<file path="src/rtl/rst_button_conditioner_if.sv">
// Pushbutton-side signal bundle for rst_button_conditioner.
// master: the button/stimulus side; slave: the conditioner.
// oLONG exists only when RST_COND_LONGPRESS_EN is defined.
interface rst_button_conditioner_if;
    logic iKEY_n;
    logic oRST_n;
    logic oPRESS;
    logic oBUSY;
`ifdef RST_COND_LONGPRESS_EN
    logic oLONG;
`endif

    modport master (
        output iKEY_n,
        input  oRST_n,
        input  oPRESS,
        input  oBUSY
`ifdef RST_COND_LONGPRESS_EN
        , input oLONG
`endif
    );

    modport slave (
        input  iKEY_n,
        output oRST_n,
        output oPRESS,
        output oBUSY
`ifdef RST_COND_LONGPRESS_EN
        , output oLONG
`endif
    );
endinterface

</file>
<file path="src/rtl/rst_button_conditioner.sv">
// Reset pushbutton conditioner: synchronises an active-low bouncing key,
// debounces press and release, and drives an active-low reset command that
// stays low for at least HOLD_CYC cycles plus a debounced release.
// Optional long-press detector is enabled by defining RST_COND_LONGPRESS_EN.
module rst_button_conditioner #(
    parameter int unsigned SYNC_STAGES  = 2,
    parameter int unsigned DEBOUNCE_CYC = 20'd1000000,
    parameter int unsigned HOLD_CYC     = 16'd50000
`ifdef RST_COND_LONGPRESS_EN
    , parameter int unsigned LONG_CYC   = 28'd150000000
`endif
) (
    input  logic                     iCLK,
    input  logic                     iRST,
    rst_button_conditioner_if.slave  btn
);

    localparam int unsigned CNT_MAX = (DEBOUNCE_CYC > HOLD_CYC) ? DEBOUNCE_CYC : HOLD_CYC;
    localparam int unsigned CNT_W   = (CNT_MAX > 1) ? $clog2(CNT_MAX) : 1;
    localparam logic [CNT_W-1:0] DEB_LAST  = CNT_W'(DEBOUNCE_CYC - 1);
    localparam logic [CNT_W-1:0] HOLD_LAST = CNT_W'(HOLD_CYC - 1);

    typedef enum logic [2:0] {
        IDLE,
        DB_PRESS,
        ASSERT,
        WAIT_REL,
        DB_REL
    } stateT;

    logic [SYNC_STAGES-1:0] keySync;
    logic                   keyS;

    stateT            state;
    stateT            stateNxt;
    logic [CNT_W-1:0] cnt;
    logic [CNT_W-1:0] cntNxt;
    logic             rstNNxt;
    logic             pressNxt;
    logic             rstNReg;
    logic             pressReg;

    // Synchroniser chain for the asynchronous key; idles high (released)
    always_ff @(posedge iCLK) begin
        if (iRST) begin
            keySync <= '1;
        end else begin
            keySync <= {keySync[SYNC_STAGES-2:0], btn.iKEY_n};
        end
    end

    assign keyS = keySync[SYNC_STAGES-1];

    // State, shared counter and registered outputs
    always_ff @(posedge iCLK) begin
        if (iRST) begin
            state    <= IDLE;
            cnt      <= '0;
            rstNReg  <= 1'b1;
            pressReg <= 1'b0;
        end else begin
            state    <= stateNxt;
            cnt      <= cntNxt;
            rstNReg  <= rstNNxt;
            pressReg <= pressNxt;
        end
    end

    // Next-state, counter and output decode; outputs follow the next state
    // so that oRST_n and oPRESS change on the same edge as the transition
    always_comb begin
        stateNxt = state;
        cntNxt   = cnt;
        pressNxt = 1'b0;
        rstNNxt  = 1'b1;

        case (state)
            IDLE: begin
                if (!keyS) begin
                    stateNxt = DB_PRESS;
                end
            end
            DB_PRESS: begin
                if (keyS) begin
                    stateNxt = IDLE;
                end else if (cnt == DEB_LAST) begin
                    stateNxt = ASSERT;
                    pressNxt = 1'b1;
                end else begin
                    cntNxt = cnt + CNT_W'(1);
                end
            end
            ASSERT: begin
                if (cnt == HOLD_LAST) begin
                    stateNxt = WAIT_REL;
                end else begin
                    cntNxt = cnt + CNT_W'(1);
                end
            end
            WAIT_REL: begin
                if (keyS) begin
                    stateNxt = DB_REL;
                end
            end
            DB_REL: begin
                if (!keyS) begin
                    stateNxt = WAIT_REL;
                end else if (cnt == DEB_LAST) begin
                    stateNxt = IDLE;
                end else begin
                    cntNxt = cnt + CNT_W'(1);
                end
            end
            default: begin
                stateNxt = IDLE;
            end
        endcase

        if (stateNxt != state) begin
            cntNxt = '0;
        end

        rstNNxt = (stateNxt == IDLE) || (stateNxt == DB_PRESS);
    end

    assign btn.oRST_n = rstNReg;
    assign btn.oPRESS = pressReg;
    assign btn.oBUSY  = (state != IDLE);

`ifdef RST_COND_LONGPRESS_EN
    localparam int unsigned LONG_W = $clog2(LONG_CYC + 1);
    localparam logic [LONG_W-1:0] LONG_LAST = LONG_W'(LONG_CYC - 1);
    localparam logic [LONG_W-1:0] LONG_DONE = LONG_W'(LONG_CYC);

    logic [LONG_W-1:0] longCnt;
    logic              longReg;

    // Long-press timer: runs from ASSERT entry, parks at LONG_DONE after its
    // single chance to fire so a press yields at most one oLONG pulse
    always_ff @(posedge iCLK) begin
        if (iRST) begin
            longCnt <= '0;
            longReg <= 1'b0;
        end else begin
            longReg <= 1'b0;
            if ((state == IDLE) || (state == DB_PRESS)) begin
                longCnt <= '0;
            end else if (longCnt == LONG_LAST) begin
                longCnt <= LONG_DONE;
                longReg <= (state == ASSERT) || (state == WAIT_REL);
            end else if (longCnt < LONG_LAST) begin
                longCnt <= longCnt + LONG_W'(1);
            end
        end
    end

    assign btn.oLONG = longReg;
`endif

endmodule

</file>
<file path="src/flat_wrapper.sv">
// flat-port wrapper written by rule: the top's interface ports become plain ports
module rst_button_conditioner_flat 
#(
    parameter int unsigned SYNC_STAGES  = 2,
    parameter int unsigned DEBOUNCE_CYC = 20'd1000000,
    parameter int unsigned HOLD_CYC     = 16'd50000

)
  (iCLK, iRST, btn_iKEY_n, btn_oRST_n, btn_oPRESS, btn_oBUSY);
  rst_button_conditioner_if btn_i ();
  input  logic iCLK;
  input  logic iRST;
  input wire logic [$bits(btn_i.iKEY_n)-1:0] btn_iKEY_n;
  output wire logic [$bits(btn_i.oRST_n)-1:0] btn_oRST_n;
  output wire logic [$bits(btn_i.oPRESS)-1:0] btn_oPRESS;
  output wire logic [$bits(btn_i.oBUSY)-1:0] btn_oBUSY;
  assign btn_i.iKEY_n = btn_iKEY_n;
  assign btn_oRST_n = btn_i.oRST_n;
  assign btn_oPRESS = btn_i.oPRESS;
  assign btn_oBUSY = btn_i.oBUSY;
  rst_button_conditioner #(.SYNC_STAGES(SYNC_STAGES), .DEBOUNCE_CYC(DEBOUNCE_CYC), .HOLD_CYC(HOLD_CYC)) u_core (.iCLK(iCLK), .iRST(iRST), .btn(btn_i));
endmodule
</file>
<file path="config.mk">
export PLATFORM = sky130hd
export DESIGN_NAME = rst_button_conditioner_flat
export DESIGN_NICKNAME = d
export VERILOG_FILES = /design/src/rtl/rst_button_conditioner_if.sv /design/src/rtl/rst_button_conditioner.sv /design/src/flat_wrapper.sv
export SDC_FILE = /design/constraint.sdc
export NUM_CORES = 1
export LEC_CHECK = 0
export ABC_CLOCK_PERIOD_IN_PS = 3200
export CAP_MARGIN = 20
export CORE_ASPECT_RATIO = 1.2
export CORE_MARGIN = 5
export CORE_UTILIZATION = 35
export CTS_BUF_LIST = sky130_fd_sc_hd__clkbuf_4 sky130_fd_sc_hd__clkbuf_8
export CTS_CLUSTER_DIAMETER = 50
export DETAILED_ROUTE_END_ITERATION = 7
export HOLD_SLACK_MARGIN = 0.02
export PLACE_DENSITY = 0.55
export SYNTH_ARGS = -nofsm -noshare
export SYNTH_HDL_FRONTEND = slang
export SYNTH_SLANG_ARGS = --single-unit
</file>
<file path="constraint.sdc">
create_clock -name iCLK -period 3.2 [get_ports iCLK]
set_input_delay 0.96 -clock iCLK [delete_from_list [all_inputs] [get_ports iCLK]]
set_output_delay 0.96 -clock iCLK [all_outputs]
set_load 0.005 [all_outputs]
</file>
==> flow_summary.ini, run 1 <==
[sta]
hold_violations = 0
slew-limit-headroom_pct = 66.60
setup_viol = 0
tightestPinTransition_ns = 0.5000
totalNegativeSetupSlack_ns = 0
timing_max_transition_violations_final = 0
rsz0062_at_grt = no
ratio_of_final_minimum_period_to_clock_period_pct = 77.39
timing.final.crit_period_ns = 2.476
fmax_ghz = 0.4038
fin_skew_ns = 0.002053
whs_ns = 0.4262

[flow_run]
maxCapViolations = 0

[floorplanning]
start_util_pct = 36.78
die_h_um = 81.06
fp.coreArea_um2 = 4004
io-pin-count = 6
dieArea_um2 = 5610
std_cell_rows = 25
die_w_um = 69.22

[clocking]
cts.sinks = 27
post_cts.repair.setup_buffers = 0
clk-insertion-delay-late_ns = 0.27
postCtsHoldBufs = 0
cts.clk_slew.worst_paths_ns = 0.09
cts_resized = 0
inserted_clock_buffers = 3
cts.root.buffer_cell = sky130_fd_sc_hd__clkbuf_8
cts-root-to-sink-buffers = 2
cts_htree_levels = 1
clock_tree_from_tritoncts = done

[yosys]
syn_inst = 172
post_synthesis_share_of_cell_area_spent_on_xor_and_xnor_gates_pct = 8.921
yosys_register_bits = 27
yosysWarnings = 0
synth_compound_area_share_pct = 19.37
synth_fa_ha_area_share_pct = 0.8496
synth_async_sr_flop_share_pct = 0
main_combinational_cell_family_by_area_after_synthesis = simple AND/OR/NAND/NOR gates
synth.cell_area_um2 = 1473
mux_cell_area_share_after_synthesis_pct = 0.6797
syn-num-nets = 176
yosysTopAreaCellShare_pct = 36.70
ys_seq_area_share_pct = 36.70
synth.distinct_cells = 45
postSynth.topFlopCell = sky130_fd_sc_hd__dfxtp_1
synth_top_area_cell = sky130_fd_sc_hd__dfxtp_1
synth_edf_count = 0
synth_simple_gate_area_share_pct = 30.16
syn_area_per_cell_um2 = 8.562
ys_top_cells_by_area = sky130_fd_sc_hd__dfxtp_1 37%, sky130_fd_sc_hd__xnor2_1 8.9%, sky130_fd_sc_hd__nor2_1 5.4%, sky130_fd_sc_hd__a211oi_1 4.1%, sky130_fd_sc_hd__a21oi_1 3.7%

[layout]
antenna_cells_inserted = 0
sequential_cell_area_um2 = 540.5
layout-drive-gt1-share_pct = 11.30
multi_input_comb_area_um2 = 883.3
fin_area_um2 = 1618
layout.cells.most_common = sky130_fd_sc_hd__dfxtp_1
top_library_cells_by_usage_in_the_layout_fill_and_taps_aside = 27 x sky130_fd_sc_hd__dfxtp_1, 21 x sky130_fd_sc_hd__nor2_1, 15 x sky130_fd_sc_hd__xnor2_1, 11 x sky130_fd_sc_hd__nand2_1, 11 x sky130_fd_sc_hd__a21oi_1
finalNetCount = 182
filler_cell_count = 433
syn2layout_area_growth_pct = 9.855

[routing]
num_vias = 1222
postRouteAntennaNets = 0
remaining_drc_errors = 0
finalWirelength_mm = 3.049
drt-wirelength-per-cell_um = 13.20
detailedRoute.firstIterationViolations = 74
viasPerCell = 5.290
firstDrtPassIters = 4

[global_route]
grt_max_degree = 19
use_met2_pct = 20.23
globalRouteMet3Util_pct = 2.475
grtUsageTotal_pct = 11.54
number_of_antenna_violations_at_the_first_check_in_global_routing = 0
grt_first_pass_wirelength_mm = 5.313
met1_usage_pct = 13.77
global_route.overflow_total = 0
grt_busiest_layer = met2
first_global_vias = 1144

[placement]
dp_hpwl_mm = 2.174
io_buffer_count = 5
post_dp_cell_area_um2 = 1572
place.gp.congestion = 0.7805

[worst_hold_path]
worst_hold_path_type = flip-flop to flip-flop

[worst_setup_path]
path_max_fanout = 10
timing.setup.critical_path_class = flip-flop to output port
worst-endpoint-required_ns = 2.24
crit_path_start_kind = flip-flop
cp.arrival_ns = 1.52
critPathCaptureType = output port

[power]
ir_worst_vdd_uv = 112.4
finalPower_uw = 550.8
power.static_leakage_uw = 0.0005020
cellPowerDensity_nw_per_um2 = 340.5

[outcome]
status = completed
==> synthesized netlist by cell type (2+ instances only) <==
library cell and count:
sky130_fd_sc_hd__nand2b_4 2, sky130_fd_sc_hd__and4_1 3, sky130_fd_sc_hd__a211o_1 2, sky130_fd_sc_hd__nor2_1 21
sky130_fd_sc_hd__xnor2_1 15, sky130_fd_sc_hd__nor3b_1 2, sky130_fd_sc_hd__nor4_1 2, sky130_fd_sc_hd__or2_2 2
sky130_fd_sc_hd__inv_1 3, sky130_fd_sc_hd__nor3_1 2, sky130_fd_sc_hd__or3_1 4, sky130_fd_sc_hd__nand2_1 11
sky130_fd_sc_hd__a211oi_1 8, sky130_fd_sc_hd__buf_4 2, sky130_fd_sc_hd__buf_2 3, sky130_fd_sc_hd__and2_1 2
sky130_fd_sc_hd__a21o_1 4, sky130_fd_sc_hd__nor4bb_1 2, sky130_fd_sc_hd__dfxtp_1 27, sky130_fd_sc_hd__o21ai_0 7
sky130_fd_sc_hd__nand4_1 5, sky130_fd_sc_hd__a21oi_1 11, sky130_fd_sc_hd__nand3_1 10
==> layer usage <==
metal / vias to the layer above / routed length, um
li1: 640 / -
met1: 561 / 1446
met2: 19 / 1477
met3: 2 / 106
met4: 0 / 19
met5: - / 0
==> stage by stage <==
step | util (%) | setup WS [ns] | cells
global placement | 39.25 | 0.6926 | 227
floorplan | - | 1.198 | 172
detailed placement | 39.25 | 0.6398 | 227
CTS | 40.41 | 0.7167 | 231
finish | 40.41 | 0.7236 | 231
global route | 40.41 | 0.4529 | 231
==> where the power goes <==
part           switching (uW)  internal (uW)
combinational            10.8           7.85
sequential               2.44            337
clock                     105           87.2
==> state kept, by name, summed over array words and instances (netlist names) <==
register and flops:
u_core.cnt 20, u_core.btn.oPRESS 1, u_core.btn.oRST_n 1, u_core.keySync 2, u_core.state 3
==> logic make-up (layout without fill, tap and decap cells) <==
| kind of cell | after synthesis | after routing |
|---|---|---|
| and+or+nand+nor | 77 | 77 |
| adders and majority gates | 1 | 1 |
| DFF | 27 | 27 |
| buffers and inverters | 10 | 15 |
| AOI/OAI and AO/OA | 41 | 41 |
| xor gates and xnor gates | 15 | 15 |
| muxes | 1 | 1 |
==> final timing paths <==
check                    startpoint                 to  slack (ns)  cells after the start
setup / recovery    u_core.state[0]          btn_oBUSY        0.72                      2
hold / removal    u_core.keySync[0]  u_core.keySync[1]        0.43                      1
setup reg to reg      u_core.cnt[0]     u_core.cnt[14]        0.72                      7
hold reg to reg   u_core.keySync[0]  u_core.keySync[1]        0.43                      1
==> area by class of cell <==
type,instances,share of cell area (%)
Tap cell,54,4.176
Clock buffer,3,2.552
Clock inverter,1,0.3094
Multi-Input combinational cell,135,54.60
Inverter,4,0.9281
Timing Repair Buffer,7,4.022
Sequential cell,27,33.41
==> critical path: stages (launching register included) <==
cell and delay, ns:
sky130_fd_sc_hd__dfxtp_1 0.43, sky130_fd_sc_hd__or3_1 0.38, sky130_fd_sc_hd__clkdlybuf4s50_1 0.44
Note: power is estimated with default switching activity, not from simulation.
==> inputs of run 2 (changes only) <==
--- a/config.mk
+++ b/config.mk
@@ -5,7 +5,7 @@
 export SDC_FILE = /design/constraint.sdc
 export NUM_CORES = 1
 export LEC_CHECK = 0
-export ABC_CLOCK_PERIOD_IN_PS = 3200
+export ABC_CLOCK_PERIOD_IN_PS = 2400
 export CAP_MARGIN = 20
 export CORE_ASPECT_RATIO = 1.2
 export CORE_MARGIN = 5
==> constraint.sdc (replaced) <==
create_clock -name iCLK -period 2.4 [get_ports iCLK]
set_input_delay 0.72 -clock iCLK [delete_from_list [all_inputs] [get_ports iCLK]]
set_output_delay 0.72 -clock iCLK [all_outputs]
set_load 0.005 [all_outputs]
==> run 2 against run 1 <==
Compared with the run above: total power grew 35%; die area did not move; routed wire length is 7.0% higher; via count grew 3.7%; non-clock buffer count rose by 6; critical path type unchanged; largest cell class unchanged; largest power group unchanged.
==> flow_summary.ini, run 2 (synthesis gave the netlist of run 1 again) <==
[clocking]
cts_htree_levels = 1
cts.clk_slew.worst_paths_ns = 0.10
postCtsHoldBufs = 0
post_cts.repair.setup_buffers = 0
cts.root.buffer_cell = sky130_fd_sc_hd__clkbuf_8
cts-root-to-sink-buffers = 2
clk-insertion-delay-late_ns = 0.28
cts.sinks = 27
inserted_clock_buffers = 3
cts_resized = 0
clock_tree_from_tritoncts = done

[routing]
num_vias = 1267
drt-wirelength-per-cell_um = 13.76
finalWirelength_mm = 3.261
detailedRoute.firstIterationViolations = 79
viasPerCell = 5.346
postRouteAntennaNets = 0
firstDrtPassIters = 4
remaining_drc_errors = 0

[power]
internal-power_uw = 578.2
power_share_of_the_combinational_group_pct = 3.7
ir_worst_vdd_uv = 238.8
power.static_leakage_uw = 0.0005340
seqPwrFrac_pct = 60.7
cellPowerDensity_nw_per_um2 = 445.4
finalPower_uw = 746.2
power.clock.fraction_pct = 35.6
power_switching_uw = 168.1
net_switching_share_of_the_total_power_pct = 22.52

[sta]
fin_skew_ns = 0.007877
totalNegativeSetupSlack_ns = 0
tightestPinTransition_ns = 0.4551
setup_viol = 0
timing.final.crit_period_ns = 2.249
hold_violations = 0
fmax_ghz = 0.4447
timing_max_transition_violations_final = 0
ratio_of_final_minimum_period_to_clock_period_pct = 93.69
rsz0062_at_grt = no
whs_ns = 0.4368
slew-limit-headroom_pct = 69.66

[layout]
fin_area_um2 = 1675
syn2layout_area_growth_pct = 13.76
finalNetCount = 188
layout.cells.most_common = sky130_fd_sc_hd__dfxtp_1
finish.utilization_pct = 41.84
filler_cell_count = 451
largest_register_ffs = 20
multi_input_comb_area_um2 = 895.9
antenna_cells_inserted = 0
sequential_cell_area_um2 = 540.5
biggestRegsByFlops = u_core.cnt x20, u_core.state x3, u_core.keySync x2
top_library_cells_by_usage_in_the_layout_fill_and_taps_aside = 27 x sky130_fd_sc_hd__dfxtp_1, 21 x sky130_fd_sc_hd__nor2_1, 15 x sky130_fd_sc_hd__xnor2_1, 11 x sky130_fd_sc_hd__nand2_1, 11 x sky130_fd_sc_hd__a21oi_1
layout-drive-gt1-share_pct = 14.75
largest-register = u_core.cnt

[outcome]
status = completed

[global_route]
grt_first_pass_wirelength_mm = 5.761
global_route.overflow_total = 0
first_global_vias = 1197
grtUsageTotal_pct = 12.39
grt_max_degree = 19
number_of_antenna_violations_at_the_first_check_in_global_routing = 0

[floorplanning]
fp.coreArea_um2 = 4004
die_h_um = 81.06
start_util_pct = 36.78
io-pin-count = 6
die_w_um = 69.22
std_cell_rows = 25
dieArea_um2 = 5610

[worst_setup_path]
cp.arrival_ns = 1.53
critPathCaptureType = output port
crit_chain = or3_1 -> clkdlybuf4s50_1
path_max_fanout = 10
worst-endpoint-required_ns = 1.68
critical_path_buf_inv_count = 1
maximum_single_stage_delay_on_the_critical_path_ns = 0.45
timing.critical_path.slowest_stage_cell = sky130_fd_sc_hd__clkdlybuf4s50_1
timing.setup.critical_path_class = flip-flop to output port
cpLargestDelayFamily = buffers and inverters
crit_path_start_kind = flip-flop

[worst_hold_path]
worst_hold_path_type = flip-flop to flip-flop

[placement]
place.gp.congestion = 0.8023
post_dp_cell_area_um2 = 1617
io_buffer_count = 5
dp_hpwl_mm = 2.476

[flow_run]
maxCapViolations = 0
## run 2: worst reg2reg max path, stage by stage, from the launching register on
cell and delay [ns]:
sky130_fd_sc_hd__dfxtp_1 0.46, sky130_fd_sc_hd__nor4bb_1 0.41, sky130_fd_sc_hd__nand4_1 0.21, sky130_fd_sc_hd__o211ai_2 0.40, sky130_fd_sc_hd__buf_4 0.25, sky130_fd_sc_hd__nand2_1 0.09, sky130_fd_sc_hd__xnor2_1 0.14, sky130_fd_sc_hd__nor2_1 0.06
## run 2: stage by stage
step	setup slack, ns	cells
floorplan	0.3976	172
global placement	0.2493	233
detailed placement	0.2175	233
CTS	0.1342	237
global route	0.009095	237
finish	0.1514	237
## run 2: path summary, 6_finish.rpt
kind	slack [ns]	to	cells past startpoint	from
setup / recovery	0.15	btn_oBUSY	2	u_core.state[0]
hold / removal	0.44	u_core.keySync[1]	1	u_core.keySync[0]
setup reg to reg	0.26	u_core.cnt[0]	7	u_core.cnt[16]
hold reg to reg	0.44	u_core.keySync[1]	1	u_core.keySync[0]
## run 2: per-layer routing
layer	up-vias	wire length [um]	GRT usage (%)
met5	-	0	0
met4	0	29	5.078
met3	2	77	2.104
met2	13	1663	22.04
met1	607	1491	14.83
li1	645	-	-
## run 2: power by group through the flow
| stage | Sequential (uW) | Combinational, uW | Clock, uW |
|---|---|---|---|
| after detailed placement | 463 | 27.4 | 0 |
| after global placement | 463 | 27.0 | 0 |
| after global routing | 454 | 30.5 | 285 |
| final | 453 | 27.5 | 266 |
| after CTS | 453 | 27.6 | 272 |
| after floorplan | 461 | 20.6 | 0 |
## run 2: cell type report
| cell class | instances | share of cell area, % |
|---|---|---|
| flip-flops and latches | 27 | 32.26 |
| multi-input cells | 135 | 53.47 |
| clock buffers | 3 | 2.465 |
| clock inverters | 1 | 0.2987 |
| well taps | 54 | 4.033 |
| repair buffers | 13 | 6.572 |
| inverters | 4 | 0.8962 |
